$ cat src/rtl/mem_access_unit.sv
// mem_access_unit
// ---------------
// Sequences single-word load/store requests from a datapath onto a simple
// strobed memory port. A request is taken only while idle. Its address is
// range-checked against ADDR_LIMIT. A valid request holds the matching
// strobe for WAIT_CYCLES cycles, then gives a one-cycle done pulse. An
// out-of-range request gives a one-cycle done plus addr_error pulse and
// never touches memory.
//
// Parameters
//   ADDR_LIMIT   number of valid word addresses (0..ADDR_LIMIT-1)
//   WAIT_CYCLES  cycles the memory strobe is held per access (1..15)
//
// Ports
//   clk, reset      clock and asynchronous active-high reset
//   req             access request, sampled only while idle
//   req_write       1 = store, 0 = load
//   req_address     word address of the request
//   req_data        signed store data
//   busy            high whenever the unit is not idle
//   done            one-cycle completion pulse
//   addr_error      one-cycle pulse for an out-of-range request
//   load_data       last loaded word, held until the next load completes
//   mem_address     registered address to memory
//   mem_write_data  registered store data to memory
//   mem_r_flag      memory read strobe
//   mem_w_flag      memory write strobe
//   mem_read_data   read data from memory, valid while mem_r_flag is high
module mem_access_unit #(
    parameter int ADDR_LIMIT  = 16,
    parameter int WAIT_CYCLES = 1
) (
    input  logic               clk,
    input  logic               reset,
    input  logic               req,
    input  logic               req_write,
    input  logic        [15:0] req_address,
    input  logic signed [15:0] req_data,
    output logic               busy,
    output logic               done,
    output logic               addr_error,
    output logic signed [15:0] load_data,
    output logic        [15:0] mem_address,
    output logic signed [15:0] mem_write_data,
    output logic               mem_r_flag,
    output logic               mem_w_flag,
    input  logic signed [15:0] mem_read_data
);

    typedef enum logic [1:0] {
        S_IDLE,
        S_ACCESS,
        S_DONE,
        S_ERROR
    } state_t;

    // One extra bit keeps the unsigned compare correct for ADDR_LIMIT = 65536.
    localparam logic [16:0] ADDR_BOUND = 17'(ADDR_LIMIT);
    // The counter counts down to zero. So loading WAIT_CYCLES-1 gives exactly
    // WAIT_CYCLES access cycles, and the counter never has to wrap.
    localparam logic [3:0]  WAIT_LOAD  = 4'(WAIT_CYCLES - 1);

    state_t      state;
    state_t      next_state;
    logic [3:0]  wait_count;
    logic        op_write;
    logic        accept;
    logic        last_access;

    // State register. Reset is asynchronous, so every state-decoded output
    // drops to zero as soon as reset rises.
    always_ff @(posedge clk or posedge reset) begin
        if (reset) begin
            state <= S_IDLE;
        end else begin
            state <= next_state;
        end
    end

    // Next-state and output decode. All outputs are pure functions of the
    // state and the latched op bit, so the two strobes cannot overlap and the
    // done and addr_error pulses last exactly one cycle.
    always_comb begin
        next_state  = state;
        accept      = 1'b0;
        last_access = 1'b0;
        busy        = 1'b1;
        done        = 1'b0;
        addr_error  = 1'b0;
        mem_r_flag  = 1'b0;
        mem_w_flag  = 1'b0;
        unique case (state)
            S_IDLE: begin
                busy = 1'b0;
                if (req) begin
                    if ({1'b0, req_address} < ADDR_BOUND) begin
                        accept     = 1'b1;
                        next_state = S_ACCESS;
                    end else begin
                        next_state = S_ERROR;
                    end
                end
            end
            S_ACCESS: begin
                mem_r_flag = ~op_write;
                mem_w_flag = op_write;
                if (wait_count == 4'd0) begin
                    last_access = 1'b1;
                    next_state  = S_DONE;
                end
            end
            S_DONE: begin
                done       = 1'b1;
                next_state = S_IDLE;
            end
            S_ERROR: begin
                done       = 1'b1;
                addr_error = 1'b1;
                next_state = S_IDLE;
            end
            default: begin
                next_state = S_IDLE;
            end
        endcase
    end

    // Request latches, wait counter and load capture. A rejected request
    // leaves the address, data and op bit untouched. load_data changes only
    // at the final edge of a load access.
    always_ff @(posedge clk or posedge reset) begin
        if (reset) begin
            wait_count     <= 4'd0;
            op_write       <= 1'b0;
            mem_address    <= 16'd0;
            mem_write_data <= 16'sd0;
            load_data      <= 16'sd0;
        end else begin
            if (accept) begin
                mem_address    <= req_address;
                mem_write_data <= req_data;
                op_write       <= req_write;
                wait_count     <= WAIT_LOAD;
            end else if (state == S_ACCESS && wait_count != 4'd0) begin
                wait_count <= wait_count - 4'd1;
            end
            if (last_access && !op_write) begin
                load_data <= mem_read_data;
            end
        end
    end

endmodule

$ cat config.mk
export PLATFORM = sky130hd
export DESIGN_NAME = mem_access_unit
export DESIGN_NICKNAME = d
export VERILOG_FILES = /design/src/rtl/mem_access_unit.sv
export SDC_FILE = /design/constraint.sdc
export NUM_CORES = 1
export LEC_CHECK = 0
export ABC_AREA = 1
export BUFFER_PORTS_ARGS = -buffer_cell sky130_fd_sc_hd__clkbuf_2
export CELL_PAD_IN_SITES_DETAIL_PLACEMENT = 1
export CELL_PAD_IN_SITES_GLOBAL_PLACEMENT = 1
export CORE_MARGIN = 3
export CORE_UTILIZATION = 34
export DETAILED_ROUTE_END_ITERATION = 8
export GPL_TIMING_DRIVEN = 0
export PLACE_DENSITY_LB_ADDON = 0.1
export SKIP_CTS_REPAIR_TIMING = 1
export SYNTH_ARGS = -nofsm -noshare
export SYNTH_HDL_FRONTEND = slang
export SYNTH_SLANG_ARGS = --single-unit
export TNS_END_PERCENT = 100
$ cat constraint.sdc
create_clock -name clk -period 1.7 [get_ports clk]
set_input_delay 0.17 -clock clk [delete_from_list [all_inputs] [get_ports clk]]
set_output_delay 0.17 -clock clk [all_outputs]
set_load 0.01 [all_outputs]
==> impl_metrics.csv, run 1 <==
group,metric,value,unit
outcome,outcome,"complete, no violations",
timing,hold_viol,0,
worst_setup_path,start_kind,"flip-flop",
power,p_int,2.18,mW
timing,slew_headroom,60.9,%
placement,gp_congestion,0.703,
global_route,grt_antenna_before_repair,0,
worst_setup_path,r2r_end,"load_data[11]",
die,rows,29,
power,clkPwrFrac,23.2,%
worst_setup_path,crit_path_end_kind,"output pin",
global_route,grt_max_degree,31,
synth,netlist_area,0.00237,mm2
timing,final.setup.worst_slack,168,ps
power,switching_share,34.6,%
power,ir_drop,360,uV
drt,vias,2126,
flow_run,cap_violations,0,
timing,grt_setup_unrepaired,"false",
layout,antenna_cells,0,
worst_setup_path,cp.depth,4,
global_route,grt_first_pass_wirelength,9920,um
cts,cts_tree,"done",
die,dieArea,0.00802,mm2
timing,min_period_over_period,90.1,%
power,p_per_area,1060,mW/mm2
power,total_power,3.33,mW
synth,syn_nets,316,
layout,area_growth,33.0,%
power,seqPwrFrac,48.9,%
drt,antenna_left,0,
timing,max_freq,653,MHz
worst_setup_path,path_delay_family,"buffers and inverters",
synth,synth-seq-cells,55,
timing,min_period,1530,ps
worst_setup_path,arrival,1360,ps
layout,fillers,850,
cts,cts_max_level,2,
worst_setup_path,reg2regPathDepth,8,
cts,insertion_delay,320,ps
worst_setup_path,cp_max_fo,10,
global_route,grt_pass1_vias,2097,
worst_setup_path,slowest_stage,"dfrtp_1",
die,start_util,36.1,%
worst_setup_path,cpMostUsedCell,"clkbuf_2",
cts,clkTransAtPathRegs,110,ps
worst_setup_path,rrSetupSlack,240,ps
synth,synth_cell_types,21,
cts,cts_num_sinks,55,
synth,synth_area_per_cell,9.05,um2
worst_setup_path,crit_type,"reg -> out",
drt,drcViolationCount,0,
layout,layout.nets,431,
drt,vias_per_cell,4.51,
worst_setup_path,endpoint,"mem_w_flag",
placement,dp_hpwl,4830,um
die,die_h,89.5,um
hold_path,hp-class,"in -> reg",
die,core,0.00657,mm2
timing,finalSetupViolCount,0,
drt,drt-wirelength-per-cell,13.3,um
power,pwr-share-comb,27.9,%
power,p_sw,1.15,mW
synth,syn_inst,262,
worst_setup_path,timing.rr.start,"wait_count[0]",
timing,tightest_slew,586,ps
drt,wirelength,6270,um
cts,cts-root-buf,"clkbuf_8",
timing,slew_violations,0,
cts,clock_path_buffers,2,
power,p_leak,1.95,nW
timing,clock-skew-final,12.8,ps
global_route,grt_overflow,0,
worst_setup_path,path_cells,"clkinvlp_4, clkbuf_2, nor2_1, clkbuf_2",
worst_setup_path,cp_num_buf_inv,3,
drt,first_pass_iters,3,
layout,drive_gt1_share,37.3,%
worst_setup_path,startpoint,"op_write",
synth,seq_area_frac_synth,58.0,%
timing,whs,72.6,ps
global_route,grt_usage,15.9,%
worst_setup_path,max_stage_delay,430,ps
drt,initialDrtViolationCount,63,
placement,io_buffers,104,
worst_setup_path,worstPathRequired,1530,ps
die,io_pins,105,
synth,synth_warnings,0,
cts,numCtsBuffers,5,
placement,place_ws,227,ps
die,die_x,89.5,um
==> sequential cells by signal, summed over array words and instances, names as in the netlist <==
signal and flops:
mem_address 16, mem_write_data 16, op_write 1, load_data 16, state 2, wait_count 4
==> power groups by stage <==
stage | Combinational [mW] | Clock, mW | Sequential [mW]
CTS | 0.955 | 0.813 | 1.63
global placement | 0.924 | 0 | 1.65
detailed placement | 0.954 | 0 | 1.66
finish | 0.928 | 0.774 | 1.63
floorplan | 0.454 | 0 | 1.73
global route | 1.06 | 0.877 | 1.65
==> worst reg2reg max path, stage by stage, from the launching register on <==
cell and delay [ps]:
dfrtp_1 410, inv_1 100, ha_1 200, nand2_4 100
nor2_8 200, nand2_4 110, buf_6 160, nand2_1 50
nand2_1 50
==> worst min-delay path by stage <==
stage	start	end	slack [ps]	depth (start not counted)
floorplan	mem_read_data[10]	load_data[10]	310	2
global placement	mem_read_data[12]	load_data[12]	400	3
detailed placement	reset	load_data[9]	260	2
CTS	reset	load_data[3]	-100	2
global route	req_data[5]	mem_write_data[5]	70	3
finish	mem_read_data[5]	load_data[5]	70	3
==> cells in the mapped netlist <==
master / n / area (um2)
nand2_1: 97 / 364
dfrtp_1: 55 / 1380
nand4_1: 23 / 144
inv_1: 22 / 82.6
nand3_1: 19 / 95.1
nor2_1: 13 / 48.8
buf_2: 7 / 35.0
buf_6: 5 / 56.3
inv_2: 4 / 15.0
clkbuf_1: 2 / 7.51
ha_1: 2 / 25.0
nand2_4: 2 / 22.5
nor2_4: 2 / 22.5
o21ai_0: 2 / 10.0
and2_1: 1 / 6.26
clkinv_1: 1 / 3.75
nand3_4: 1 / 17.5
nor2_2: 1 / 6.26
nor2_8: 1 / 20.0
nor3_1: 1 / 5.00
xor2_1: 1 / 8.76
==> metal layers <==
metal | global-route usage (%) | share of wire (%)
met4 | 4.06 | 0.94
met2 | 26.8 | 48
met5 | 0 | 0
met1 | 20.2 | 44
met3 | 4.33 | 6.8
==> placed cells by master, fill, tap and decap left out <==
cell type and count:
clkbuf_2 105, nand2_1 97, dfrtp_1 55, nand4_1 23, inv_1 21, nand3_1 19, nor2_1 13, buf_2 7
inv_2 5, buf_6 5, clkbuf_8 5, nor2_4 2, nand2_4 2, clkinvlp_4 2, o21ai_0 2, ha_1 2
buf_4 2, and2_1 1, nand3_4 1, nor2_2 1, nor2_8 1, xor2_1 1, clkbuf_1 1, nor3_1 1
inv_8 1, clkinv_4 1, dlygate4sd3_1 1, buf_12 1
==> cells by family (layout without fill, tap and decap cells) <==
group	Yosys count	in the layout	share of synthesized area [%]
xor gates and xnor gates	1	1	0.369
DFF	55	55	58.0
buffers and inverters	41	157	8.44
AOI/OAI and AO/OA	2	2	0.422
adders and majority gates	2	2	1.05
and+or+nand+nor	161	161	31.7
==> stage by stage <==
| step | TNS (ps) | utilization, % | instances | instance area [um2] |
|---|---|---|---|---|
| after floorplan | 0 | - | 262 | 2370 |
| after global placement | -35350 | 45.8 | 459 | 3010 |
| after detailed placement | 0 | 46.1 | 460 | 3030 |
| after CTS | -113 | 47.6 | 468 | 3130 |
| after global routing | 0 | 48.0 | 471 | 3160 |
| final | 0 | 48.0 | 471 | 3160 |
==> area by class of cell <==
cell class	instances	area (um2)	share of cell area (%)
Timing Repair Buffer	108	566	17.9
Multi-Input combinational cell	166	796	25.2
Inverter	27	105	3.33
Tap cell	93	116	3.69
Sequential cell	55	1380	43.6
Clock buffer	5	68.8	2.18
Buffer	14	100	3.17
Clock inverter	3	27.5	0.872
No activity file was read; power rests on OpenSTA's default activity.
==> inputs of run 2 (changes only) <==
Settings changed: CORE_UTILIZATION 34 to 30.
Clock period 1.7 ns to 1.38 ns, I/O delays scaled along.
==> impl_metrics.csv, run 2 (same netlist as run 1, synthesis figures left out) <==
group,metric,value,unit
outcome,outcome,"complete, no violations",
layout,fillers,952,
worst_setup_path,cp_num_buf_inv,3,
placement,gp_congestion,0.733,
worst_setup_path,worstPathRequired,1240,ps
global_route,grt_antenna_before_repair,0,
timing,finalSetupViolCount,0,
global_route,grt_first_pass_wirelength,9640,um
timing,slew_violations,0,
timing,tightest_slew,1200,ps
layout,ff_latch_area,0.00138,mm2
placement,dp.cells,465,
timing,hold_viol,0,
drt,antenna_left,0,
cts,insertion_delay,310,ps
worst_setup_path,crit_path_end_kind,"output pin",
worst_setup_path,crit_type,"reg -> out",
worst_setup_path,max_stage_delay,450,ps
placement,place_ws,-91.2,ps
worst_setup_path,cp_max_fo,4,
timing,min_period,1370,ps
drt,initialDrtViolationCount,54,
worst_setup_path,path_delay_family,"flip-flops",
die,die_h,94.9,um
drt,drt-wirelength-per-cell,13.1,um
placement,io_buffers,104,
timing,max_freq,732,MHz
layout,multi_input_area,847,um2
timing,slew_headroom,20.0,%
layout,final_common_cell,"clkbuf_2",
die,start_util,31.9,%
layout,drive_gt1_share,42.9,%
cts,clock_path_buffers,2,
die,die_x,94.9,um
worst_setup_path,path_cells,"clkinvlp_4, buf_6, nor2_2, buf_2",
cts,clkTransAtPathRegs,100,ps
drt,first_pass_iters,4,
global_route,grt_max_degree,56,
layout,reg_top3,"load_data: 16 flops, mem_address: 16 flops, mem_write_data: 16 flops",
timing,clock-skew-final,6.22,ps
die,core,0.00745,mm2
die,dieArea,0.00901,mm2
timing,min_period_over_period,99.0,%
cts,cts-root-buf,"clkbuf_8",
die,io_pins,105,
cts,cts_tree,"done",
global_route,grt_overflow,0,
cts,cts_num_sinks,55,
global_route,grt_pass1_vias,2144,
timing,final.setup.worst_slack,14.2,ps
power,ir_drop,452,uV
power,p_leak,2.01,nW
drt,drcViolationCount,0,
timing,grt_setup_unrepaired,"true",
layout,final_cells,488,
layout,layout.nets,443,
layout,area_growth,39.7,%
die,rows,31,
power,total_power,4.27,mW
hold_path,hp-class,"in -> reg",
cts,cts_max_level,2,
worst_setup_path,start_kind,"flip-flop",
flow_run,cap_violations,0,
power,p_per_area,1290,mW/mm2
drt,vias,2193,
worst_setup_path,arrival,1230,ps
layout,layout_common_cells,"clkbuf_2 (102), nand2_1 (90), dfrtp_1 (53)",
layout,antenna_cells,0,
global_route,grt_usage,13.6,%
placement,dp_hpwl,4660,um
drt,wirelength,6390,um
drt,vias_per_cell,4.49,
cts,numCtsBuffers,5,
worst_setup_path,slowest_stage,"dfrtp_2",
-- run 2: final timing paths --
kind,from,end,slack (ps),depth (start not counted)
min in group asynchronous,reset,mem_write_data[3],100,2
max in group asynchronous,reset,op_write,580,2
max reg2reg,wait_count[0],load_data[8],40,8
max,op_write,mem_w_flag,10,4
min reg2reg,load_data[0],load_data[0],480,2
min,mem_read_data[6],load_data[6],50,3
-- run 2: report_power, final --
part / switching, mW / total [mW] / internal, mW
sequential: 0.160 / 2.02 / 1.86
clock: 0.531 / 0.880 / 0.349
combinational: 0.748 / 1.37 / 0.620
total: 1.44 / 4.27 / 2.83
-- run 2: layout make-up --
class | instances | share of cell area (%)
clock inverter | 2 | 0.415
clock buffer | 5 | 2.08
multi-input combinational | 167 | 25.6
timing repair buffer | 119 | 19.9
buffer | 14 | 3.32
sequential | 55 | 41.6
tap | 99 | 3.74
inverter | 27 | 3.36
-- run 2: tightest hold or removal path, cell delays in order --
cell	delay (ps)
clkbuf_2	80
nand3_1	70
nand2_1	50
-- run 2: through the flow --
| stage | cell area, um2 | setup TNS, ps | util [%] | hold WS, ps |
|---|---|---|---|---|
| floorplan | 2380 | 0 | - | 212 |
| global placement | 3020 | -872 | 40.6 | 368 |
| detailed placement | 3020 | -905 | 40.6 | 377 |
| CTS | 3100 | -1530 | 41.7 | 38.4 |
| global route | 3310 | -472 | 44.5 | 46.3 |
| finish | 3310 | 0 | 44.5 | 48.8 |
-- run 2: routing by layer --
| metal | GRT usage (%) | vias up | part of all wire, % |
|---|---|---|---|
| li1 | - | 1077 | - |
| met1 | 15.4 | 1044 | 41 |
| met2 | 23.4 | 67 | 49 |
| met3 | 5.26 | 5 | 8.6 |
| met4 | 4.33 | 0 | 1.2 |
| met5 | 0 | - | 0 |
